[src/rtl/tpu_load_sequencer.sv]
// Purpose : sequences one matrix-multiply job. It takes host operand words, shifts them
//           LSB-first into the operand loader, pulses init, waits, then pulses done.
// Latency : all outputs are registered. done follows init by COMP_LAT cycles, and
//           load_en stays high for 1 + D_W*N*N + 1 cycles.
// Backpr. : wr_valid/wr_ready handshake. A one-word skid buffer sits behind the shift
//           register. If the buffer is empty at a word boundary, the block latches ERR.
//
// Ports:
//   clk, rst_n               clock, asynchronous active-low reset
//   start                    begin a job (sampled in IDLE only)
//   wr_valid/wr_ready        host word handshake
//   x_data, y_data           parallel operand words
//   load_en, data_in_x/y     serial load interface to the operand loader
//   init                     one-cycle launch pulse to the loader
//   busy, done, err          status: busy outside IDLE, done pulse, sticky underrun
//   cycle_cnt                busy-cycle counter (only when SEQ_CYCLE_CNT_EN is defined)
//
// Optional feature macro: SEQ_CYCLE_CNT_EN
module tpu_load_sequencer #(
  parameter int D_W      = 8,
  parameter int N        = 2,
  parameter int COMP_LAT = 6
) (
  input  logic           clk,
  input  logic           rst_n,
  input  logic           start,
  input  logic           wr_valid,
  output logic           wr_ready,
  input  logic [D_W-1:0] x_data,
  input  logic [D_W-1:0] y_data,
  output logic           load_en,
  output logic           data_in_x,
  output logic           data_in_y,
  output logic           init,
  output logic           busy,
  output logic           done,
  output logic           err
`ifdef SEQ_CYCLE_CNT_EN
  ,
  output logic [15:0]    cycle_cnt
`endif
);

  localparam int NW = N * N;
  localparam int BW = (D_W > 1) ? $clog2(D_W) : 1;
  localparam int WW = $clog2(NW + 1);
  localparam int LW = $clog2(COMP_LAT + 1);

  typedef enum logic [3:0] {
    ST_IDLE,
    ST_FILL,
    ST_PRIME,
    ST_SHIFT,
    ST_TAIL,
    ST_FIRE,
    ST_WAIT,
    ST_DONE,
    ST_ERR
  } state_t;

  state_t         state, state_n;
  logic [BW-1:0]  bit_cnt, bit_cnt_n;
  logic [WW-1:0]  word_cnt, word_cnt_n;
  logic [WW-1:0]  acc_cnt, acc_cnt_n;    // words accepted in this job
  logic [LW-1:0]  lat_cnt, lat_cnt_n;
  logic [D_W-1:0] sh_x, sh_x_n, sh_y, sh_y_n;
  logic [D_W-1:0] buf_x, buf_x_n, buf_y, buf_y_n;
  logic           buf_vld, buf_vld_n;
  logic           hs;

  logic wr_ready_n, load_en_n, data_in_x_n, data_in_y_n;
  logic init_n, busy_n, done_n, err_n;

  assign hs = wr_valid && wr_ready;

  always_comb begin
    state_n    = state;
    bit_cnt_n  = bit_cnt;
    word_cnt_n = word_cnt;
    acc_cnt_n  = acc_cnt;
    lat_cnt_n  = lat_cnt;
    sh_x_n     = sh_x;
    sh_y_n     = sh_y;
    buf_x_n    = buf_x;
    buf_y_n    = buf_y;
    buf_vld_n  = buf_vld;

    case (state)
      ST_IDLE: begin
        if (start) begin
          state_n    = ST_FILL;
          bit_cnt_n  = '0;
          word_cnt_n = '0;
          acc_cnt_n  = '0;
          buf_vld_n  = 1'b0;
        end
      end
      ST_FILL: begin
        if (hs) begin
          sh_x_n    = x_data;
          sh_y_n    = y_data;
          acc_cnt_n = acc_cnt + WW'(1);
          state_n   = ST_PRIME;
        end
      end
      ST_PRIME: state_n = ST_SHIFT;
      ST_SHIFT: begin
        // The boundary decision uses the buffer as it stands this cycle. A word
        // arriving on the very last bit is too late to be used.
        if (bit_cnt == BW'(D_W - 1)) begin
          if (word_cnt == WW'(NW - 1)) begin
            state_n = ST_TAIL;
          end else if (buf_vld) begin
            sh_x_n     = buf_x;
            sh_y_n     = buf_y;
            buf_vld_n  = 1'b0;
            bit_cnt_n  = '0;
            word_cnt_n = word_cnt + WW'(1);
          end else begin
            state_n = ST_ERR;
          end
        end else begin
          bit_cnt_n = bit_cnt + BW'(1);
        end
        // A handshake always wins over the drain, so the new word lands in the buffer.
        if (hs) begin
          buf_x_n   = x_data;
          buf_y_n   = y_data;
          buf_vld_n = 1'b1;
          acc_cnt_n = acc_cnt + WW'(1);
        end
      end
      ST_TAIL: state_n = ST_FIRE;
      ST_FIRE: begin
        lat_cnt_n = LW'(1);
        state_n   = (COMP_LAT == 1) ? ST_DONE : ST_WAIT;
      end
      ST_WAIT: begin
        if (lat_cnt == LW'(COMP_LAT - 1)) state_n = ST_DONE;
        else                              lat_cnt_n = lat_cnt + LW'(1);
      end
      ST_DONE: state_n = ST_IDLE;
      ST_ERR:  state_n = ST_ERR;   // loader bit alignment is lost; only reset recovers
      default: state_n = ST_IDLE;
    endcase

    // Outputs are computed from the next-state values and then registered, so each
    // output reflects the state it is in during that cycle.
    load_en_n   = (state_n == ST_PRIME) || (state_n == ST_SHIFT) || (state_n == ST_TAIL);
    data_in_x_n = (state_n == ST_SHIFT) ? sh_x_n[bit_cnt_n] : 1'b0;
    data_in_y_n = (state_n == ST_SHIFT) ? sh_y_n[bit_cnt_n] : 1'b0;
    init_n      = (state_n == ST_FIRE);
    done_n      = (state_n == ST_DONE);
    busy_n      = (state_n != ST_IDLE);
    err_n       = (state_n == ST_ERR);
    wr_ready_n  = (state_n == ST_FILL) ||
                  ((state_n == ST_SHIFT) && !buf_vld_n && (acc_cnt_n < WW'(NW)));
  end

  always_ff @(posedge clk or negedge rst_n) begin
    if (!rst_n) begin
      state     <= ST_IDLE;
      bit_cnt   <= '0;
      word_cnt  <= '0;
      acc_cnt   <= '0;
      lat_cnt   <= '0;
      sh_x      <= '0;
      sh_y      <= '0;
      buf_x     <= '0;
      buf_y     <= '0;
      buf_vld   <= 1'b0;
      wr_ready  <= 1'b0;
      load_en   <= 1'b0;
      data_in_x <= 1'b0;
      data_in_y <= 1'b0;
      init      <= 1'b0;
      busy      <= 1'b0;
      done      <= 1'b0;
      err       <= 1'b0;
    end else begin
      state     <= state_n;
      bit_cnt   <= bit_cnt_n;
      word_cnt  <= word_cnt_n;
      acc_cnt   <= acc_cnt_n;
      lat_cnt   <= lat_cnt_n;
      sh_x      <= sh_x_n;
      sh_y      <= sh_y_n;
      buf_x     <= buf_x_n;
      buf_y     <= buf_y_n;
      buf_vld   <= buf_vld_n;
      wr_ready  <= wr_ready_n;
      load_en   <= load_en_n;
      data_in_x <= data_in_x_n;
      data_in_y <= data_in_y_n;
      init      <= init_n;
      busy      <= busy_n;
      done      <= done_n;
      err       <= err_n;
    end
  end

`ifdef SEQ_CYCLE_CNT_EN
  // Cleared when a start is accepted; counts every non-IDLE cycle and saturates.
  always_ff @(posedge clk or negedge rst_n) begin
    if (!rst_n) begin
      cycle_cnt <= '0;
    end else if ((state == ST_IDLE) && start) begin
      cycle_cnt <= '0;
    end else if ((state != ST_IDLE) && (cycle_cnt != 16'hFFFF)) begin
      cycle_cnt <= cycle_cnt + 16'd1;
    end
  end
`endif

endmodule

[config.mk]
export PLATFORM = sky130hd
export DESIGN_NAME = tpu_load_sequencer
export DESIGN_NICKNAME = d
export VERILOG_FILES = /design/src/rtl/tpu_load_sequencer.sv
export SDC_FILE = /design/constraint.sdc
export NUM_CORES = 1
export LEC_CHECK = 0
export CORE_UTILIZATION = 25
export CTS_BUF_LIST = sky130_fd_sc_hd__clkbuf_16
export CTS_CLUSTER_SIZE = 40
export DETAILED_ROUTE_END_ITERATION = 10
export GPL_TIMING_DRIVEN = 0
export PLACE_DENSITY = 0.38
export SLEW_MARGIN = 10
export SYNTH_ARGS = -nofsm -noshare
export SYNTH_HDL_FRONTEND = slang
export SYNTH_SLANG_ARGS = --single-unit
export TNS_END_PERCENT = 30
[constraint.sdc]
create_clock -name clk -period 2.7 [get_ports clk]
set_input_delay 0.27 -clock clk [delete_from_list [all_inputs] [get_ports clk]]
set_output_delay 0.27 -clock clk [all_outputs]
set_load 0.1 [all_outputs]
## After elaboration in Yosys (flattened, before gate mapping)

Index checks and enable logic that the tools add are counted.

| word-level totals | value |
|---|---|
| output and inout port bits | 8 |
| register bits after elaboration | 57 |

| operators by class | value |
|---|---|
| reductions and logical operators | 15 |
| add/subtract/negate cells | 4 |
| equality and inequality tests | 22 |
| order comparisons | 2 |
| mux-type cells | 43 |

Operator list:

| cell | count |
|---|---|
| two-way mux 8 bit | 8 |
| two-way mux 3 bit | 11 |
| one-hot mux 4 bit (8 select lines) | 1 |
| one-hot mux 8 bit (2 select lines) | 2 |
| equality test 4 x 3 -> 1 bit, second input constant | 6 |
| two-way mux 4 bit | 6 |
| one-hot mux 3 bit (2 select lines) | 4 |
| equality test 4 x 2 -> 1 bit, second input constant | 4 |
| adder 3 x 1 -> 3 bit, second input constant | 4 |
| inequality test 2 bit, second input constant | 5 |
| equality test 4 x 1 -> 1 bit, second input constant | 2 |
| equality test 4 bit, second input constant | 2 |
| two-way mux 1 bit | 8 |
| binary-select mux 1 bit (select 3 bit) | 2 |
| equality test 3 bit, second input constant | 2 |
| AND reduction 5 bit | 1 |
| zero test 4 bit | 1 |
| less-than comparator 3 x 4 -> 1 bit, second input constant | 1 |
| AND reduction 2 bit | 2 |
| nonzero test 2 bit | 2 |
| nonzero test 4 bit | 1 |
| equality test 3 x 2 -> 1 bit, second input constant | 1 |
| logical AND 1 bit | 3 |
| logical OR 1 bit | 3 |
| other kinds (4) | 4 |

## Longest topological paths before layout

| logic depth | value |
|---|---|
| word-level depth | 9 |
| depth in mapped cells | 11 |

## Least setup slack after synthesis

No wires, ideal clock.

| timing | value |
|---|---|
| path type | flip-flop to flip-flop |
| start | reg wr_ready |
| end | reg data_in_x |
| setup time | 0.119 ns |
| setup slack | 0.032 ns |
| period minus slack after synthesis | 2.668 ns |
| buffers on the path | 1 |
| stages on the path, launching flop included | 9 |
| data arrival time | 2.549 ns |
| path through | dfrtp_1 > nand2_1 > o22ai_1 > nand3_2 > buf_4 > a222oi_1 > mux2_2 > o22ai_1 > o21a_1 |

| on the way | value |
|---|---|
| longest elaborated chain between the ends | 6 |

RTL lines:

| item | RTL line | RTL |
|---|---|---|
| start, declared | 28 | `output logic wr_ready,` |
| start signal, assigned | 191 | `wr_ready <= wr_ready_n;` |
| logical AND 1 bit (*) | 74 | `assign hs = wr_valid && wr_ready;` |
| two-way mux 8 bit | 99 | `if (hs) begin` |
| one-hot mux 8 bit (2 select lines) | 88 | `case (state)` |
| binary-select mux 1 bit (select 3 bit) | 150 | `data_in_x_n = (state_n == ST_SHIFT) ? sh_x_n[bit_cnt_n] : 1'b0;` |
| two-way mux 1 bit (implied by the code) | 150 |  |
| two-way mux 1 bit (*) | 150 |  |
| named net data_in_x_n | 71 | `logic wr_ready_n, load_en_n, data_in_x_n, data_in_y_n;` |
| end signal, assigned | 193 | `data_in_x <= data_in_x_n;` |
| end, declared | 32 | `output logic data_in_x,` |

The timed path passes the listed nets; every way through them passes the cells marked *. The select of a mux whose other input is x is not followed.
A chain may end at the register's enable or synchronous reset.

## Worst setup path after layout

| timing | value |
|---|---|
| start | reg word_cnt[0] |
| end | reg data_in_x |

| on the way | value |
|---|---|
| longest elaborated chain between the ends | 7 |

RTL lines:

| item | RTL line | RTL |
|---|---|---|
| start, declared | 63 | `logic [WW-1:0] word_cnt, word_cnt_n;` |
| start signal, assigned | 183 | `word_cnt <= word_cnt_n;` |
| equality test 3 x 2 -> 1 bit (*) | 111 | `if (word_cnt == WW'(NW - 1)) begin` |
| two-way mux 8 bit / two-way mux 3 bit (equally long branches) | 111 |  |
| two-way mux 8 bit / two-way mux 3 bit (equally long branches) | 110 | `if (bit_cnt == BW'(D_W - 1)) begin` |
| one-hot mux 8 bit (2 select lines) / one-hot mux 3 bit (2 select lines) (equally long branches) | 88 |  |
| binary-select mux 1 bit (select 3 bit) | 150 |  |
| two-way mux 1 bit (implied by the code) | 150 |  |
| two-way mux 1 bit (*) | 150 |  |
| named net data_in_x_n | 71 |  |

Marked as above.

==> impl_metrics.ini <==
[cells_and_area]
multi_input_area_um2 = 1220
finalInstanceArea_um2 = 3580
nets = 319
layout-drive-gt1-share_pct = 22.3
diodes = 0
regArea_um2 = 1430
syn_to_final_growth_pct = 28.1
fillers = 1127
final_cells = 436

[clocking]
clk_pin_slew_ps = 50
htreeDepth = 3
hold_buffers = 0
cts-root-buf = clkbuf_16
max-clock-path-buffers = 2
numCtsBuffers = 9
cts_tree = yes
clock_latency_ps = 330
cts_sinks = 57

[logic_synthesis]
async_reset_ff_share_pct = 100
synth_edf_count = 0
synth_compound_area_share_pct = 16.1
yosysUniqueCellTypes = 41
ys_ff_latch = 57
synthesis.area_um2 = 2790
synth_fp_nets = 277
synthAdderAreaFrac_pct = 3.59
ys_seq_area_share_pct = 51.1
yosys-top-cells-area = dfrtp_1 51%, mux2_2 10%, a222oi_1 5.7%
synth_top_cell_by_area = dfrtp_1
synth_top_area_share_pct = 51.1
avgSynthCellArea_um2 = 11.2
synthMuxAreaShare_pct = 11.2
synth_top_family_by_area = compound AO/OA/AOI/OAI gates
synth.most_common_cell = dfrtp_1
synth_xor_xnor_area_share_pct = 0
synthCells = 249
synthSimpleGateAreaFrac_pct = 12.1
synth_top_flop_cell = dfrtp_1
ys_top_cells_by_count = 57 x dfrtp_1, 25 x mux2_2, 21 x inv_1
ys_warn_count = 0

[job]
drv_cap = 0

[global_routing]
grt_max_degree = 58
grt_pass1_vias = 2071
antenna_found_initial = 0
grtUsageTotal_pct = 12.7
overflow = 0
grt_pass1_wl_um = 11000

[sta]
final_hold_viol_count = 8
fin_ws_ps = 168
layout_min_cycle_time_ps = 2530
worst_hold_slack_ps = -1.21
finalSetupViolCount = 0
tns_ps = 0
slew-limit-headroom_pct = 34.8
slew_violations = 0
worst_slew_pin_slew_ps = 974
post-route-period-util_pct = 93.8
rsz0062_at_grt = no
fmax_mhz = 395
fin_skew_ps = 7.99

[detailed_routing]
num_vias = 2063
ant_nets = 0
drtPass1Iterations = 7
vias_per_cell = 4.73
drt_iter0_drc = 109
routed_wl_um = 6590
wl_per_cell_um = 15.1
drcViolationCount = 0

[floorplan]
io_pins = 28
initial_core_util_pct = 25.8
die_w_um = 108
dieArea_um2 = 11600
die_height_um = 108
core_region_area_um2 = 10800
rows = 38

[placement]
port_buffers = 27
placed_cells = 416
dpl_cell_area_um2 = 3230
finalWeightedCongestion = 0.729
dpl.hpwl_um = 4440
preCtsSetupSlack_ps = -98.1

[worst_setup_path]
reg2reg_slack_ps = 170
reg2reg_depth = 10
cp_num_buf_inv = 1
crit_type = reg -> reg
slowest_delay_ps = 450
regToRegEndpoint = data_in_x
cp_top_family = compound AO/OA/AOI/OAI gates
worstPathArrival_ps = 2750
crit_path_end_kind = register
critPathLaunchType = register
cp_cell_sequence = ha_1 -> ha_1 -> nand2b_4 -> o22ai_1 -> nand3_2 -> buf_4 -> a222oi_1 -> mux2_4 -> o22ai_1 -> o21a_1
r2r-start = word_cnt[0]
cp.required_ps = 2920
critical_path_peak_fanout = 10
slowest_stage = a222oi_1

[power]
power_leakage_uw = 0.00161
peakVddDrop_v = 0.000340
powerDensity_nw_per_um2 = 1220

[run_status]
violations = hold timing
outcome = finished with violations

[min_path]
hold_class = in -> async
==> stage by stage <==
step / util, % / total power [uW]
6_report: 33.0 / 4370
5_1_grt: 33.0 / 4680
3_3_place_gp: 29.9 / 3220
2_1_floorplan: - / 2760
3_5_place_dp: 29.8 / 3220
4_1_cts: 32.7 / 4380
==> layer usage <==
layer	vias to the layer above	global-route usage, %	share of wire (%)
li1	1004	-	-
met1	1013	18.0	51
met2	37	18.0	43
met3	9	3.21	4.5
met4	0	5.58	1.7
met5	-	0	0
==> report_power, final <==
group	switching [uW]	leakage [uW]	internal [uW]
Combinational	1050	0.000762	832
Clock	405	0.000140	703
Sequential	177	0.000703	1200
==> kinds of logic (layout without fill, tap and decap cells) <==
kind of cell / count (synthesis) / after routing
buffers and inverters: 33 / 80
adders and majority gates: 8 / 8
muxes: 28 / 28
AOI/OAI and AO/OA: 61 / 61
DFF: 57 / 57
and+or+nand+nor: 62 / 62
==> timing repair <==
item	in CTS	in global routing
setup endpoints to repair	3	3
resized for setup	2	4
setup buffers	2	2
pin swaps	2	5
==> sequential cells by signal, indices dropped and copies added (netlist names) <==
| register | count |
|---|---|
| err | 1 |
| acc_cnt | 3 |
| data_in_y | 1 |
| done | 1 |
| wr_ready | 1 |
| busy | 1 |
| word_cnt | 3 |
| sh_y | 8 |
| bit_cnt | 3 |
| init | 1 |
| sh_x | 8 |
| state | 4 |
| data_in_x | 1 |
| buf_vld | 1 |
| load_en | 1 |
| buf_x | 8 |
| buf_y | 8 |
| lat_cnt | 3 |
==> cell type report <==
| class | count | area share [%] |
|---|---|---|
| flip-flops and latches | 57 | 39.9 |
| multi-input cells | 159 | 34.2 |
| repair buffers | 31 | 8.33 |
| clock buffers | 9 | 6.30 |
| well taps | 140 | 4.90 |
| inverters | 22 | 2.31 |
| plain buffers | 11 | 2.27 |
| clock inverters | 7 | 1.75 |
==> worst register-to-register path: stages (launching register included) <==
cell and delay, ps:
dfrtp_1 390, ha_1 220, ha_1 200, nand2b_4 180, o22ai_1 160, nand3_2 120, buf_4 200, a222oi_1 450
mux2_4 230, o22ai_1 70, o21a_1 200
==> how the worst max path moves through the flow <==
| stage | depth (start not counted) | slack (ps) | endpoint | from |
|---|---|---|---|---|
| 4_1_cts | 10 | 20 | data_in_x | word_cnt[0] |
| 3_5_place_dp | 10 | -100 | data_in_x | word_cnt[0] |
| 5_1_grt | 10 | 8 | data_in_x | word_cnt[0] |
| 3_3_place_gp | 1 | -740 | state[0] | rst_n |
| 2_1_floorplan | 8 | 30 | data_in_x | wr_ready |
| 6_report | 10 | 170 | data_in_x | word_cnt[0] |
==> cell usage in the layout (no fill, tap or decap), drive strengths merged, types with 2 or more instances in the layout <==
| cell | count |
|---|---|
| a21oi | 12 |
| o21ai | 12 |
| clkbuf | 9 |
| ha | 8 |
| mux2 | 25 |
| nand2b | 2 |
| o21a | 2 |
| buf | 16 |
| a21o | 3 |
| a222oi | 16 |
| inv | 23 |
| o31ai | 2 |
| clkinvlp | 2 |
| nand3 | 6 |
| nor2b | 2 |
| o22ai | 6 |
| dfrtp | 57 |
| nor2 | 17 |
| nor4 | 3 |
| nand2 | 17 |
| mux2i | 3 |
| clkinv | 3 |
| clkdlybuf4s50 | 26 |
| and2 | 3 |
| nor3 | 8 |
(Power assumes the default switching activity.)
